--- config.mk ---
export PLATFORM = sky130hd
export DESIGN_NAME = regfile_wr_arbiter
export DESIGN_NICKNAME = d
export VERILOG_FILES = /design/src/rtl/cpu_pkg.sv /design/src/rtl/rf_scoreboard.sv /design/src/rtl/regfile_wr_arbiter.sv
export SDC_FILE = /design/constraint.sdc
export NUM_CORES = 1
export LEC_CHECK = 0
export CAP_MARGIN = 20
export CORE_UTILIZATION = 36
export CTS_BUF_LIST = sky130_fd_sc_hd__clkbuf_4 sky130_fd_sc_hd__clkbuf_8
export DETAILED_ROUTE_END_ITERATION = 10
export PLACE_DENSITY_LB_ADDON = 0.05
export SLEW_MARGIN = 40
export SYNTH_ARGS = -nofsm -noshare
export SYNTH_HDL_FRONTEND = slang
export SYNTH_SLANG_ARGS = --single-unit
--- constraint.sdc ---
create_clock -name clk -period 1.95 [get_ports clk]
set_input_delay 0.2925 -clock clk [delete_from_list [all_inputs] [get_ports clk]]
set_output_delay 0.2925 -clock clk [all_outputs]
set_load 0.01 [all_outputs]
--- src/rtl/cpu_pkg.sv ---
`default_nettype none
// +----------------------------------------------------------------------+
// | cpu_pkg                                                              |
// | Register file constants and write-request types.                     |
// | Rev 1.0 - initial release                                            |
// +----------------------------------------------------------------------+
package cpu_pkg;

    localparam int          NUM_REGS   = 15;
    localparam int          REG_ADDR_W = 4;
    localparam int          RF_DATA_W  = 32;
    localparam int          CNT_W      = 4;
    localparam logic [3:0]  PC_REG     = 4'd15;

    typedef logic [REG_ADDR_W-1:0] reg_addr_t;

    typedef struct packed {
        logic                 we;
        reg_addr_t            wa;
        logic [RF_DATA_W-1:0] wd;
    } rf_wr_t;

    // r15 is the PC and has no storage in the register file.
    function automatic logic is_pc(input reg_addr_t a);
        return a == PC_REG;
    endfunction

endpackage
`default_nettype wire

--- src/rtl/rf_scoreboard.sv ---
`default_nettype none
// +----------------------------------------------------------------------+
// | rf_scoreboard                                                        |
// | Busy bits for registers awaiting a coprocessor write; RAW lookup.    |
// | Rev 1.0 - initial release                                            |
// +----------------------------------------------------------------------+
module rf_scoreboard
    import cpu_pkg::*;
(
    input  logic                clk,
    input  logic                rst,
    input  logic                set_en,
    input  reg_addr_t           set_wa,
    input  logic                clr_en,
    input  reg_addr_t           clr_wa,
    input  reg_addr_t           rd_a1,
    input  reg_addr_t           rd_a2,
    output logic [NUM_REGS-1:0] busy,
    output logic                hz_stall
);

    logic [NUM_REGS-1:0] busy_q;
    logic [NUM_REGS-1:0] busy_d;
    logic [15:0]         w_busy_ext;

    always_comb begin
        busy_d = busy_q;
        for (int i = 0; i < NUM_REGS; i++) begin
            if (clr_en && (clr_wa == reg_addr_t'(i))) begin
                busy_d[i] = 1'b0;
            end
            // Applied after the clear so a same-cycle reserve wins.
            if (set_en && (set_wa == reg_addr_t'(i))) begin
                busy_d[i] = 1'b1;
            end
        end
    end

    always_ff @(posedge clk) begin
        if (rst) begin
            busy_q <= '0;
        end else begin
            busy_q <= busy_d;
        end
    end

    assign w_busy_ext = {1'b0, busy_q};
    assign busy       = busy_q;
    assign hz_stall   = w_busy_ext[rd_a1] | w_busy_ext[rd_a2];

endmodule
`default_nettype wire

--- src/rtl/regfile_wr_arbiter.sv ---
`default_nettype none
// +----------------------------------------------------------------------+
// | regfile_wr_arbiter                                                   |
// | Shares the register file write port between writeback (priority) and |
// | a buffered coprocessor result with starvation forcing.               |
// | Optional scoreboard: define REGFILE_ARB_SCOREBOARD_EN.               |
// | Rev 1.0 - initial release                                            |
// +----------------------------------------------------------------------+
module regfile_wr_arbiter
    import cpu_pkg::*;
#(
    parameter int DATA_W     = 32,
    parameter int STARVE_MAX = 4
) (
    input  logic                clk,
    input  logic                rst,
    input  logic                wb_we,
    input  logic [3:0]          wb_wa,
    input  logic [DATA_W-1:0]   wb_wd,
    output logic                wb_stall,
    input  logic                mc_valid,
    output logic                mc_ready,
    input  logic [3:0]          mc_wa,
    input  logic [DATA_W-1:0]   mc_wd,
    input  logic                rsv_valid,
    input  logic [3:0]          rsv_wa,
    input  logic [3:0]          rd_a1,
    input  logic [3:0]          rd_a2,
    output logic                hz_stall,
    output logic [NUM_REGS-1:0] busy,
    output logic                we3,
    output logic [3:0]          wa3,
    output logic [DATA_W-1:0]   wd3
);

    // DATA_W must not exceed RF_DATA_W; the request struct carries RF_DATA_W bits.
    localparam logic [CNT_W-1:0] STARVE_LIM = CNT_W'(STARVE_MAX);

    logic              full_q, full_d;
    reg_addr_t         addr_q, addr_d;
    logic [DATA_W-1:0] data_q, data_d;
    logic [CNT_W-1:0]  cnt_q,  cnt_d;

    logic   w_force;
    logic   w_accept;
    logic   w_buf_commit;
    logic   w_wb_stall;
    rf_wr_t w_sel;

    assign mc_ready = !full_q && !rst;
    assign w_accept = mc_valid && mc_ready;
    assign w_force  = full_q && (cnt_q == STARVE_LIM);

    always_comb begin
        w_sel        = '0;
        w_buf_commit = 1'b0;
        w_wb_stall   = 1'b0;
        if (rst) begin
            w_sel = '0;
        end else if (w_force) begin
            w_sel.we     = 1'b1;
            w_sel.wa     = addr_q;
            w_sel.wd     = RF_DATA_W'(data_q);
            w_buf_commit = 1'b1;
            w_wb_stall   = wb_we;
        end else if (wb_we) begin
            w_sel.we = 1'b1;
            w_sel.wa = wb_wa;
            w_sel.wd = RF_DATA_W'(wb_wd);
        end else if (full_q) begin
            w_sel.we     = 1'b1;
            w_sel.wa     = addr_q;
            w_sel.wd     = RF_DATA_W'(data_q);
            w_buf_commit = 1'b1;
        end
    end

    // A PC-targeted write is dropped here but still counts as committed upstream.
    assign we3      = w_sel.we && !is_pc(w_sel.wa);
    assign wa3      = w_sel.wa;
    assign wd3      = w_sel.wd[DATA_W-1:0];
    assign wb_stall = w_wb_stall;

    always_comb begin
        full_d = full_q;
        addr_d = addr_q;
        data_d = data_q;
        cnt_d  = cnt_q;
        if (w_buf_commit) begin
            full_d = 1'b0;
        end else if (w_accept) begin
            full_d = 1'b1;
            addr_d = mc_wa;
            data_d = mc_wd;
        end
        if (!full_q || w_buf_commit) begin
            cnt_d = '0;
        end else if (wb_we && (cnt_q != STARVE_LIM)) begin
            cnt_d = cnt_q + 1'b1;
        end
    end

    always_ff @(posedge clk) begin
        if (rst) begin
            full_q <= 1'b0;
            addr_q <= '0;
            data_q <= '0;
            cnt_q  <= '0;
        end else begin
            full_q <= full_d;
            addr_q <= addr_d;
            data_q <= data_d;
            cnt_q  <= cnt_d;
        end
    end

`ifdef REGFILE_ARB_SCOREBOARD_EN
    logic w_sb_hz;

    rf_scoreboard u_scoreboard (
        .clk      (clk),
        .rst      (rst),
        .set_en   (rsv_valid),
        .set_wa   (rsv_wa),
        .clr_en   (w_buf_commit),
        .clr_wa   (addr_q),
        .rd_a1    (rd_a1),
        .rd_a2    (rd_a2),
        .busy     (busy),
        .hz_stall (w_sb_hz)
    );

    assign hz_stall = w_sb_hz && !rst;
`else
    logic w_unused_sb;

    assign w_unused_sb = ^{rsv_valid, rsv_wa, rd_a1, rd_a2};
    assign busy        = '0;
    assign hz_stall    = 1'b0;
`endif

endmodule
`default_nettype wire
======== Yosys cells after proc, flatten, opt, wreduce, memory -nomap -nowiden ========
Cells that the tools add are included.
operators by class
  $add $sub $neg .......................... 1
  $mul .................................... 0
  divide/modulo/power cells ............... 0
  $lt $le $gt $ge ......................... 0
  equality and inequality tests ........... 3
  shift-type cells ........................ 0
  mux-type cells .......................... 10
  bitwise gates (word level) .............. 1
  reduce and logical (&&, ||, !) cells .... 12
operators with widths
  operator                                               count
  2-to-1 mux 37 bit                                      4
  2-to-1 mux 1 bit                                       6
  logical AND 1 bit                                      5
  adder 4 x 1 -> 4 bit, second input constant            1
  equality test 4 x 3 -> 1 bit, second input constant    1
  equality test 4 bit, second input constant             1
  inequality test 4 x 3 -> 1 bit, second input constant  1
  OR reduction 2 bit                                     2
  zero test 1 bit                                        3
  AND reduction 2 bit                                    1
  logical OR 1 bit                                       1
  NOT 1 bit                                              1
storage, ports and cells
  register bits after elaboration ......... 41
  latch bits .............................. 0
  RAM bits ................................ 0
  memory bits (read-only) ................. 0
  logic and storage cells ................. 31
  memories kept ........................... 0

======== Longest topological paths before layout ========
  depth in word-level cells ............... 7
  mapped depth ............................ 7

======== Least setup slack after synthesis ========
Ideal clock, no wire load.
  kind .................................... reg-to-output
  from .................................... register cnt_q[0]
  to ...................................... output we3
  arrival ................................. 1.482 ns
  setup slack ............................. 0.175 ns
  cell stages (with the launch flop) ...... 8
  buffers on the path ..................... 1
  cell sequence ........................... dfxtp_1 -> inv_1 -> ha_1 -> nand3b_4 -> o211a_1 -> buf_6 -> a32o_1 -> a41oi_2
between the ends
  longest elaborated chain between the ends .. 7
RTL lines
  what                          line                       text
  from (decl)                   regfile_wr_arbiter.sv:42   logic [CNT_W-1:0] cnt_q, cnt_d;
  from (signal assigned)        regfile_wr_arbiter.sv:113  cnt_q <= cnt_d;
  equality test 4 x 3 -> 1 bit  regfile_wr_arbiter.sv:52   assign w_force = full_q && (cnt_q == STARVE_LIM);
  logical AND 1 bit             regfile_wr_arbiter.sv:52
  2-to-1 mux 37 bit             regfile_wr_arbiter.sv:60   end else if (w_force) begin
  2-to-1 mux 37 bit             regfile_wr_arbiter.sv:58   if (rst) begin
  via wa3[0]                    regfile_wr_arbiter.sv:32   output logic [3:0] wa3,
  equality test 4 bit           cpu_pkg.sv:25              return a == PC_REG;
  zero test 1 bit               regfile_wr_arbiter.sv:79   assign we3 = w_sel.we && !is_pc(w_sel.wa);
  logical AND 1 bit             regfile_wr_arbiter.sv:79
  to (decl)                     regfile_wr_arbiter.sv:31   output logic we3,
The timed path passes the listed nets, and every way through them passes these cells.

======== Final worst setup path ========
  from .................................... register cnt_q[0]
  to ...................................... output we3
between the ends
  longest elaborated chain between the ends .. 7
RTL lines
  what                            line
  equality test 4 x 3 -> 1 bit *  regfile_wr_arbiter.sv:52
  logical AND 1 bit *             regfile_wr_arbiter.sv:52
  2-to-1 mux 37 bit *             regfile_wr_arbiter.sv:60
  2-to-1 mux 37 bit *             regfile_wr_arbiter.sv:58
  equality test 4 bit             cpu_pkg.sv:25
  zero test 1 bit                 regfile_wr_arbiter.sv:79
  logical AND 1 bit *             regfile_wr_arbiter.sv:79
Mark *: on every way between the ends. The rest lies on a longest branch, timed or not.

==> impl_metrics.yaml <==
run_status:
  violations: "negative setup slack"
  status: "complete, but fails checks"
grt:
  track_usage_pct: 19.12
  grt_pass1_wl_um: 9177
  grt_pass1_vias: 1889
  antenna_found_initial: 0
  grt_max_degree: 74
  grt_overflow_total: 0
worst_setup_path:
  crit_type: "reg -> out"
  crit_required_ns: 1.66
  r2r_start: "full_q$_SDFFE_PP0P_"
  rr_endpoint: "addr_q[3]$_SDFFE_PP0P_"
  r2r_slack_ns: 0.66
  cp.arrival_ns: 1.86
  r2r_cells: 6
  worstPathMaxFanout: 6
  worstSetupEndpointType: "output pin"
  crit_path_start_kind: "flop"
sta:
  drv_slew: 0
  finalWorstSetupSlack_ns: -0.2041
  fin_crit_ns: 2.154
  rsz0062_at_grt: "true"
  skew_ns: 0.003964
  hold_viol: 0
  finalCritPeriodShare_pct: 110.5
  setup_viol: 35
  fmax_mhz: 464.2
logic_synthesis:
  synth_common_cells: "nand2_1 (72), dfxtp_1 (41), o21ai_0 (37)"
  yosysMostFrequentCell: "nand2_1"
  ys_warn_count: 0
  synth_area_um2: 2036
  syn_inst: 250
  ys_top_cells_by_area: "dfxtp_1 (40%), a32o_1 (18%), nand2_1 (13%), o21ai_0 (9.1%), buf_4 (5.9%)"
  synth_top_family_by_area: "compound AO/OA/AOI/OAI gates"
  synth_area_per_cell_um2: 8.143
  ys.flop_type: "dfxtp_1"
  muxShareOfSynthArea_pct: 0
  ys_async_sr_fraction_pct: 0
  synth-compound-area-share_pct: 28.76
  synth_top_area_share_pct: 40.32
  synthXorXnorAreaFrac_pct: 0.8605
  synth_top_area_cell: "dfxtp_1"
  synth_cell_types: 24
  synth_fa_ha_area_share_pct: 1.229
  yosys.area_share.simple_pct: 16.59
  ys_seq_area_share_pct: 40.32
  synth_seq_cells: 41
  synth-edff-count: 0
detailed_routing:
  drcViolationCount: 0
  final_antenna_net_count: 0
  wl_per_cell_um: 12.82
  vias_per_cell: 4.882
  first_pass_iters: 4
  vias: 2153
  routed_wl_um: 5653
  initialDrtViolationCount: 94
min_path:
  min_from: "data_q[26]$_SDFFE_PP0P_"
  hold_depth: 2
  min_to: "data_q[26]$_SDFFE_PP0P_"
  hp-class: "reg -> reg"
clocking:
  cts_root_buffer: "clkbuf_8"
  clkLatencyLatePin_ns: 0.29
  cts.clk_slew.worst_paths_ns: 0.08
  clockBufferDepth: 2
  htree_levels: 2
  cts_tree: "yes"
  cts_buffers: 5
  cts_sinks: 41
pwr:
  p_total_mw: 2.031
  leakagePower_nw: 1.358
  vdd_drop_max_mv: 0.3772
  power_density_nw_per_um2: 615.3
finish:
  regArea_um2: 823.3
  design_area_um2: 3301
  diodes: 0
  areaGrowthSynthToFinish_pct: 62.14
  fill_cells: 520
  fin_nets: 460
  drive_gt1_share_pct: 21.41
  multi_input_area_um2: 1059
placement:
  dp_slack_ns: -0.3995
  finalWeightedCongestion: 0.7184
  dpl.hpwl_um: 3908
  portBuffers: 114
  placed_cell_area_um2: 3266
floorplan:
  io_pins: 144
  die_w_um: 77.20
  start_util_pct: 37.20
  chipHeight_um: 77.20
  core_area_um2: 5473
  rows: 27
  dieArea_um2: 5959
flow_run:
  drv_cap: 0
==> area by class of cell <==
cell class	instances	area share, %
Inverter	5	0.5686
Timing Repair Buffer	136	36.54
Sequential cell	41	24.94
Tap cell	72	2.729
Multi-Input combinational cell	180	32.07
Clock buffer	5	2.085
Clock inverter	2	1.061
==> cells in the final DEF (no fill, tap or decap), types with 3 or more instances in the layout <==
cell	count
a32o_1	33
a32o_2	3
buf_12	4
buf_2	22
buf_4	14
buf_6	5
clkbuf_2	12
clkbuf_8	5
clkdlybuf4s50_1	76
conb_1	16
dfxtp_1	39
inv_2	3
nand2_1	72
nor2_1	5
o21ai_0	37
==> how the worst max path moves through the flow <==
| stage | start | endpoint | slack (ns) | cells past startpoint |
|---|---|---|---|---|
| floorplan | cnt_q[0]$_SDFFE_PP0P_ | we3 | 0.18 | 7 |
| global placement | rst | wd3[17] | -0.40 | 6 |
| detailed placement | rst | wd3[17] | -0.40 | 6 |
| CTS | cnt_q[0]$_SDFFE_PP0P_ | wd3[24] | -0.21 | 7 |
| global route | cnt_q[0]$_SDFFE_PP0P_ | we3 | -0.26 | 7 |
| finish | cnt_q[0]$_SDFFE_PP0P_ | we3 | -0.20 | 7 |
==> power breakdown <==
group / switching, mW / internal [mW] / total (mW)
Combinational: 0.189 / 0.259 / 0.448
Sequential: 0.0315 / 0.897 / 0.929
Clock: 0.282 / 0.372 / 0.654
Total: 0.503 / 1.53 / 2.03
==> state kept, by name (all words and copies together) (netlist names) <==
name and cells:
cnt_q 4, full_q 1, data_q 32, addr_q 4
==> critical path, stage by stage, from the launching register on <==
cell	delay (ns)
dfxtp_2	0.33
inv_2	0.06
ha_4	0.14
nand3b_4	0.11
o211a_4	0.32
a32o_2	0.25
a41oi_2	0.21
buf_2	0.16
==> logic make-up (layout without fill, tap and decap cells) <==
logic type	after synthesis	in the layout
compound gates	77	77
simple gates	83	83
flops	41	41
buf+inv	44	148
fa+ha+maj	2	2
xor+xnor	2	2
other cells	1	16
==> stage by stage <==
stage	hold WS [ns]	std cells	utilization, %	TNS [ns]
finish	0.4745	441	60.31	-2.921
global route	0.4949	441	60.31	-5.163
CTS	0.4803	440	60.65	-4.152
detailed placement	0.4660	430	59.67	-13.32
global placement	0.4629	430	59.67	-13.29
floorplan	0.3884	265	-	0
==> layer usage <==
| metal | wire length [um] | GRT usage [%] | up-vias |
|---|---|---|---|
| li1 | - | - | 1090 |
| met3 | 366 | 4.762 | 5 |
| met1 | 2646 | 25.69 | 983 |
| met4 | 69 | 6.226 | 0 |
| met5 | 0 | 0 | - |
| met2 | 2570 | 29.73 | 75 |
==> repair_timing <==
action                     in CTS  in global routing
pin swaps                       2                  2
buffers inserted                3                  1
resized for setup             126                 32
hold buffers                    0                  0
setup endpoints to repair      38                 37
(Power assumes the default switching activity.)
